## src/rtl/div_meter_pkg.sv

```systemverilog
// Shared types and constants for the divided-clock period meter (and the divider
// that shares its counter width).
package div_meter_pkg;

  typedef enum logic {
    IDLE    = 1'b0,
    MEASURE = 1'b1
  } meter_state_e;

  localparam int DIV_CNT_W = 20;

  // Last count value that can still be followed by cnt+1 without wrapping.
  function automatic longint unsigned timeout_thresh(input int unsigned cnt_w);
    return (64'd1 << cnt_w) - 64'd2;
  endfunction

endpackage

```

## src/rtl/div_sig_sync_edge.sv

```systemverilog
// Multi-flop synchroniser for an asynchronous slow signal plus a rising-edge
// detector on the synchronised copy.
module div_sig_sync_edge #(
  parameter int SYNC_STAGES = 2
) (
  input  logic clk_in,
  input  logic rst,
  input  logic sig_in,
  output logic sig_s,
  output logic rise
);

  logic [SYNC_STAGES-1:0] sync_q;
  logic                   sig_d_q;

  always_ff @(posedge clk_in) begin
    if (rst) begin
      sync_q  <= '0;
      sig_d_q <= 1'b0;
    end else begin
      sync_q  <= {sync_q[SYNC_STAGES-2:0], sig_in};
      sig_d_q <= sync_q[SYNC_STAGES-1];
    end
  end

  assign sig_s = sync_q[SYNC_STAGES-1];
  assign rise  = sig_s & ~sig_d_q;

endmodule

```

## src/rtl/div_clk_period_meter.sv

```systemverilog
// Measures the period of a slow square wave in clk_in cycles between rising edges.
// Define DIV_PERIOD_DUTY_MEASURE_EN to add the high-time output high_out.
//
// state   | meaning
// IDLE    | not measuring; waiting for en=1 and a rising edge to start
// MEASURE | counting cycles since the last rising edge; strobes on each new edge
module div_clk_period_meter
  import div_meter_pkg::*;
#(
  parameter int CNT_W       = DIV_CNT_W,
  parameter int SYNC_STAGES = 2
) (
  input  logic             clk_in,
  input  logic             rst,
  input  logic             en,
  input  logic             sig_in,
  output logic [CNT_W-1:0] period_out,
  output logic             period_valid,
  output logic             overflow,
`ifdef DIV_PERIOD_DUTY_MEASURE_EN
  output logic [CNT_W-1:0] high_out,
`endif
  output logic             busy
);

  localparam logic [CNT_W-1:0] CNT_TIMEOUT = CNT_W'(timeout_thresh(CNT_W));
  localparam logic [CNT_W-1:0] CNT_ONE     = CNT_W'(1);

  meter_state_e     state_q, state_d;
  logic [CNT_W-1:0] cnt_q, cnt_d;
  logic [CNT_W-1:0] period_q, period_d;
  logic             valid_q, valid_d;
  logic             ovf_q, ovf_d;

  logic sig_s, rise;
  logic meas_active, strobe, timeout;

  div_sig_sync_edge #(
    .SYNC_STAGES(SYNC_STAGES)
  ) u_sync_edge (
    .clk_in (clk_in),
    .rst    (rst),
    .sig_in (sig_in),
    .sig_s  (sig_s),
    .rise   (rise)
  );

  assign meas_active = en && (state_q == MEASURE);
  assign strobe      = meas_active && rise;
  // A rise on the threshold cycle still completes the period, so rise wins.
  assign timeout     = meas_active && !rise && (cnt_q == CNT_TIMEOUT);

  always_ff @(posedge clk_in) begin
    if (rst) begin
      state_q  <= IDLE;
      cnt_q    <= '0;
      period_q <= '0;
      valid_q  <= 1'b0;
      ovf_q    <= 1'b0;
    end else begin
      state_q  <= state_d;
      cnt_q    <= cnt_d;
      period_q <= period_d;
      valid_q  <= valid_d;
      ovf_q    <= ovf_d;
    end
  end

  always_comb begin
    state_d  = state_q;
    cnt_d    = '0;
    period_d = period_q;
    valid_d  = 1'b0;
    ovf_d    = ovf_q;
    if (!en) begin
      state_d = IDLE;
    end else begin
      case (state_q)
        IDLE: begin
          if (rise) state_d = MEASURE;
        end
        MEASURE: begin
          if (strobe) begin
            period_d = cnt_q + CNT_ONE;
            valid_d  = 1'b1;
            ovf_d    = 1'b0;
          end else if (timeout) begin
            ovf_d   = 1'b1;
            state_d = IDLE;
          end else begin
            cnt_d = cnt_q + CNT_ONE;
          end
        end
        default: state_d = IDLE;
      endcase
    end
  end

`ifdef DIV_PERIOD_DUTY_MEASURE_EN
  logic [CNT_W-1:0] hcnt_q, hcnt_d;
  logic [CNT_W-1:0] high_q, high_d;

  always_ff @(posedge clk_in) begin
    if (rst) begin
      hcnt_q <= '0;
      high_q <= '0;
    end else begin
      hcnt_q <= hcnt_d;
      high_q <= high_d;
    end
  end

  // The rise cycle itself is high, so it is added when the result is latched.
  always_comb begin
    hcnt_d = '0;
    high_d = high_q;
    if (strobe) begin
      high_d = hcnt_q + CNT_ONE;
    end else if (meas_active && !timeout) begin
      hcnt_d = sig_s ? hcnt_q + CNT_ONE : hcnt_q;
    end
  end

  assign high_out = high_q;
`else
  logic unused_sig_s;
  assign unused_sig_s = sig_s;
`endif

  assign period_out   = period_q;
  assign period_valid = valid_q;
  assign overflow     = ovf_q;
  assign busy         = (state_q == MEASURE);

endmodule

```

## config.mk

```make
export PLATFORM = sky130hd
export DESIGN_NAME = div_clk_period_meter
export DESIGN_NICKNAME = d
export VERILOG_FILES = /design/src/rtl/div_meter_pkg.sv /design/src/rtl/div_sig_sync_edge.sv /design/src/rtl/div_clk_period_meter.sv
export SDC_FILE = /design/constraint.sdc
export NUM_CORES = 1
export LEC_CHECK = 0
export ABC_CLOCK_PERIOD_IN_PS = 2200
export BUFFER_PORTS_ARGS = -buffer_cell sky130_fd_sc_hd__buf_2
export CORE_MARGIN = 2
export CORE_UTILIZATION = 40
export DETAILED_ROUTE_END_ITERATION = 10
export GPL_ROUTABILITY_DRIVEN = 0
export PLACE_DENSITY = 0.59
export SYNTH_ARGS = -nofsm -noshare
export SYNTH_HDL_FRONTEND = slang
export SYNTH_HIERARCHICAL = 1
export SYNTH_SLANG_ARGS = --single-unit
```

## constraint.sdc

```tcl
create_clock -name clk_in -period 2.2 [get_ports clk_in]
set_input_delay 0.11 -clock clk_in [delete_from_list [all_inputs] [get_ports clk_in]]
set_output_delay 0.11 -clock clk_in [all_outputs]
set_load 0.05 [all_outputs]
```

==> flow_summary.ini, run 1 <==
[outcome]
status = finished, final reports clean

[drt]
vias_per_cell = 5.324
drc = 0
first_iter_violations = 90
dr.pass1.iters = 4
postRouteAntennaNets = 0
totalWireLength_um = 3888
wl_per_cell_um = 13.55
vias = 1528

[global_routing]
busiest_layer = met2
grt.overflow.total = 0
grt_pass1_wl_um = 6727
grt_pass1_vias = 1416
antenna_found_initial = 0
grt_usage_pct = 16.46
grt_max_degree = 22
gr-usage-met3_pct = 4.420
grt_use_met2_pct = 24.75
use_met1_pct = 22.88

[power_and_ir_drop]
leakage_nw = 0.8488
ir_drop_mv = 0.4143
p_per_area_nw_per_um2 = 676.5
intPower_mw = 1.181
switching_power_mw = 0.2947
p_comb_share_pct = 1.5
seqPwrFrac_pct = 56.7
power_frac_clock_pct = 41.8
p_total_mw = 1.475
swShare_pct = 19.98

[die]
die_area_um2 = 5269
initial_core_util_pct = 42.34
dieWidth_um = 72.59
pin_count = 27
coreArea_um2 = 4444
num_rows = 24
die_h_um = 72.59

[sta]
worst_pin_slew_ns = 0.5135
finalSetupViolations = 0
skew_ns = 0.003479
hold_viol = 0
setup_ws_ns = 0.4815
fin_crit_sh_pct = 78.11
rsz0062_at_grt = no
slew_headroom_pct = 65.64
max_freq_ghz = 0.5819
finalSetupTns_ns = 0
layout_min_cycle_time_ns = 1.718
slew_violations = 0

[clock_network]
cts_setup_buffers = 0
numCtsBuffers = 5
cts_tree = built
htree_levels = 2
clk_path_buf_depth = 2
cts_resized = 0
hold_buffers = 0
clkSlewWorstSetupHoldPaths_ns = 0.08
cts-root-buf = clkbuf_8
clk_latency_ns = 0.30
clock_sinks = 46

[setup_path]
cp_data_required_time_ns = 2.39
startpoint = cnt_q[0]
cp_slowest_cell = dfxtp_1
cp_max_fo = 7
critPathLaunchType = flop
crit_type = reg2reg
r2r_start = cnt_q[0]
crit_chain = ha_1, nand4_2, nor4_1, xnor2_1, o21ai_1
path_delay_family = simple AND/OR/NAND/NOR gates
cpPeakStageDelay_ns = 0.44
crit_buf_inv = 0
crit_arrival_ns = 1.91
cp-end-kind = flop

[finish]
nets = 240
nFillCells = 459
diodes = 0
syn_to_final_growth_pct = 15.89
drive_gt1_share_pct = 19.15

[synth]
synth_area_per_cell_um2 = 9.180
synth_edf_count = 0
synth_cell_types = 38
synth_nets = 211
yosys_most_used_dff = dfxtp_1
yosysSeqAreaShare_pct = 48.94
async_flop_share_pct = 0
synth-seq-cells = 46
synth_cells = 205
syn-cell-area_um2 = 1882
yosys_warnings = 6

[hold_path]
hold_path.class = in2reg
hold_path.startpoint = sig_in

[placement]
io_buffers = 26
place_ws_ns = 0.4958
post-dp-hpwl_um = 2786

[job]
cap_violations = 0
power groups by stage:
stage / combinational [mW] / clock [mW] / sequential [mW]
after global routing: 0.0249 / 0.669 / 0.837
after floorplan: 0.0108 / 0 / 0.857
after global placement: 0.0234 / 0 / 0.856
after CTS: 0.0230 / 0.637 / 0.836
final: 0.0225 / 0.617 / 0.836
after detailed placement: 0.0229 / 0 / 0.856
routing by layer:
| layer | part of all wire (%) | wire length (um) |
|---|---|---|
| met1 | 49 | 1911 |
| met2 | 45 | 1767 |
| met3 | 4.0 | 155 |
| met4 | 1.4 | 55 |
| met5 | 0 | 0 |
final timing paths:
check | to | slack, ns | depth (start not counted)
max | period_out[14] | 0.48 | 5
min | u_sync_edge/sync_q[0] | 0.02 | 2
max reg2reg | period_out[14] | 0.48 | 5
min reg2reg | period_out[16] | 0.44 | 2
final cells by class:
cell class              instances  area (um^2)  area share, %
clock buffers                   6        72.57          3.328
clock inverters                 2        37.54          1.721
inverters                       2        7.507         0.3442
multi-input cells             149        917.1          42.05
flip-flops and latches         46        920.9          42.23
well taps                      52        65.06          2.983
repair buffers                 30        160.2          7.344
through the flow:
stage	utilization [%]	std cells	area [um^2]	hold slack [ns]
floorplan	-	205	1882	0.1816
global placement	46.59	279	2071	0.3319
detailed placement	46.59	279	2071	0.3257
CTS	49.07	287	2181	0.01107
global route	49.07	287	2181	0.03632
finish	49.07	287	2181	0.02473
worst reg2reg max path: stages (launching register included):
cell,delay [ns]
dfxtp_1,0.44
ha_1,0.30
nand4_2,0.22
nor4_1,0.37
xnor2_1,0.19
o21ai_1,0.09
sequential cells by signal (all words and copies together) (netlist names):
signal,cells
busy,1
cnt_q,20
overflow,1
period_out,20
period_valid,1
u_sync_edge/sig_d_q,1
u_sync_edge/sync_q,2
cell usage after synthesis (2+ instances only):
| master | number | area [um^2] |
|---|---|---|
| a21oi_1 | 4 | 20.02 |
| and3_1 | 3 | 18.77 |
| nor3_1 | 3 | 15.01 |
| o21ai_1 | 4 | 20.02 |
| and2_1 | 5 | 31.28 |
| dfxtp_1 | 46 | 920.9 |
| nand2_1 | 26 | 97.59 |
| buf_4 | 3 | 22.52 |
| inv_1 | 2 | 7.510 |
| nor4_1 | 6 | 37.54 |
| mux2i_1 | 4 | 40.04 |
| xnor2_1 | 6 | 52.55 |
| nor2_1 | 18 | 67.56 |
| o21ai_0 | 16 | 80.08 |
| and4_1 | 3 | 26.28 |
| xor2_1 | 8 | 70.07 |
| a32oi_1 | 2 | 17.52 |
| or3_1 | 4 | 25.02 |
| ha_1 | 2 | 25.02 |
| clkbuf_1 | 4 | 15.01 |
| nor2b_1 | 3 | 18.77 |
| nand3_1 | 7 | 35.03 |
| nand4_1 | 11 | 68.82 |
cell families (layout without fill, tap and decap cells):
family,Yosys count,after routing,share of synthesized area [%]
muxes,4,4,2.128
adders and majority gates,2,2,1.330
xor gates and xnor gates,14,14,6.516
and+or+nand+nor,98,98,28.72
AOI/OAI and AO/OA,31,31,9.709
buffers and inverters,10,40,2.659
DFF,46,46,48.94
placed cells by master, fill, tap and decap left out, types with 3 or more instances in the layout:
cell type  Yosys  layout
buf_4          3       4
clkbuf_8       0       5
nand4_1       11      11
and3_1         3       3
buf_2          1      26
and4_1         3       3
nor2_1        18      18
and2_1         5       5
xnor2_1        6       6
a21oi_1        4       4
nand3_1        7       7
o21ai_1        4       4
mux2i_1        4       4
nor2b_1        3       3
o21ai_0       16      16
xor2_1         8       8
nor3_1         3       3
dfxtp_1       46      46
nor4_1         6       6
or3_1          4       4
nand2_1       26      26
Note: power is estimated with default switching activity, not from simulation.
==> inputs of run 2 (changes only) <==
ABC_CLOCK_PERIOD_IN_PS = 1600   (was 2200)
clock period = 1.6 ns   (was 2.2 ns; I/O delays follow)
==> flow_summary.ini, run 2 (synthesized netlist as in run 1, its figures left out) <==
[outcome]
status = finished, final reports clean

[die]
initial_core_util_pct = 42.34
dieWidth_um = 72.59
die_h_um = 72.59
coreArea_um2 = 4444
num_rows = 24
die_area_um2 = 5269
pin_count = 27

[clock_network]
cts_tree = built
numCtsBuffers = 5
htree_levels = 2
clk_path_buf_depth = 2
clock_sinks = 46
clk_latency_ns = 0.29
cts-root-buf = clkbuf_8
clkSlewWorstSetupHoldPaths_ns = 0.08

[sta]
worst_pin_slew_ns = 0.3797
layout_min_cycle_time_ns = 1.501
slew_headroom_pct = 74.61
finalSetupViolations = 0
max_freq_ghz = 0.6663
rsz0062_at_grt = no
setup_ws_ns = 0.09916
hold_viol = 0
skew_ns = 0.006290
slew_violations = 0
finalSetupTns_ns = 0
fin_crit_sh_pct = 93.80

[drt]
first_iter_violations = 45
vias_per_cell = 5.305
totalWireLength_um = 4136
vias = 1602
dr.pass1.iters = 4
drc = 0
postRouteAntennaNets = 0
wl_per_cell_um = 13.70

[finish]
drive_gt1_share_pct = 26.40
syn_to_final_growth_pct = 22.74
finalNonFillerCells = 302
nets = 256
fin_area_um2 = 2310
layout_common_cells = 44 x dfxtp_1, 26 x nand2_1, 26 x buf_2, 19 x buf_4, 18 x nor2_1
diodes = 0
fin_util_pct = 51.97
final_common_cell = dfxtp_1

[setup_path]
cp_data_required_time_ns = 1.83
worst-r2r-setup-slack_ns = 0.1
cp-end-kind = flop
cpPeakStageDelay_ns = 0.38
critPathLaunchType = flop
crit_chain = ha_1, nand4_2, buf_4, or3_1, a21boi_1
cp_slowest_cell = dfxtp_4
cp_max_fo = 7
crit_arrival_ns = 1.73
crit_type = reg2reg

[global_routing]
gr-usage-met3_pct = 3.867
grt.overflow.total = 0
grt_usage_pct = 16.73
grt_max_degree = 22
antenna_found_initial = 0
grt_pass1_vias = 1445
busiest_layer = met2
grt_pass1_wl_um = 6844
grt_use_met2_pct = 25.05
use_met1_pct = 23.55

[placement]
io_buffers = 26
post-dp-hpwl_um = 2917
place_ws_ns = 0.03215
postPlaceCellArea_um2 = 2176
dp.cells = 293

[power_and_ir_drop]
leakage_nw = 0.9291
p_per_area_nw_per_um2 = 799.1
ir_drop_mv = 0.4839

[job]
cap_violations = 0

[hold_path]
hold_path.class = in2reg
[run 2: timing repair]
item	in CTS	in global routing
endpoints found under the hold margin	1	0
setup endpoints to repair	0	22
resized for setup	0	10
hold buffers	1	0
buffers inserted	0	1
[run 2: worst max-delay path: cells and delay by family (launching register included)]
kind / cells / cell delay (ns)
compound gates: 1 / 0.15
fa+ha+maj: 1 / 0.20
buf+inv: 1 / 0.20
flops: 1 / 0.38
simple gates: 2 / 0.52
[run 2: metrics by stage]
stage          hold WS, ns  power (mW)
6_report           0.03495       1.846
5_1_grt            0.03701       1.915
4_1_cts            0.02810       1.872
3_5_place_dp        0.3000       1.211
3_3_place_gp        0.2996       1.211
2_1_floorplan       0.1516       1.193
[run 2: worst paths after layout]
path	start	to	depth (start not counted)
worst max-delay path	cnt_q[0]	cnt_q[18]	5
worst min-delay path	rst	u_sync_edge/sync_q[1]	2
worst max register to register	cnt_q[0]	cnt_q[18]	5
worst min register to register	u_sync_edge/sync_q[0]	u_sync_edge/sync_q[1]	1
[run 2: layer usage]
metal | vias up | share of wire [%] | wire (um)
li1 | 815 | - | -
met1 | 751 | 50 | 2073
met4 | 0 | 1.3 | 55
met5 | - | 0 | 0
met2 | 31 | 45 | 1846
met3 | 5 | 3.9 | 161
[run 2: layout make-up]
class	count	area, um^2
clock buffer	7	76.32
multi-input combinational	149	952.2
sequential	46	925.9
timing repair buffer	46	282.8
inverter	2	7.507
tap	52	65.06
fill	444	2135
[run 2: power by group]
| group | switching [mW] | internal [mW] | leakage [nW] |
|---|---|---|---|
| registers | 0.00140 | 1.15 | 0.372 |
| logic | 0.0225 | 0.0142 | 0.519 |
| clock network | 0.361 | 0.301 | 0.0383 |
| total | 0.385 | 1.46 | 0.929 |
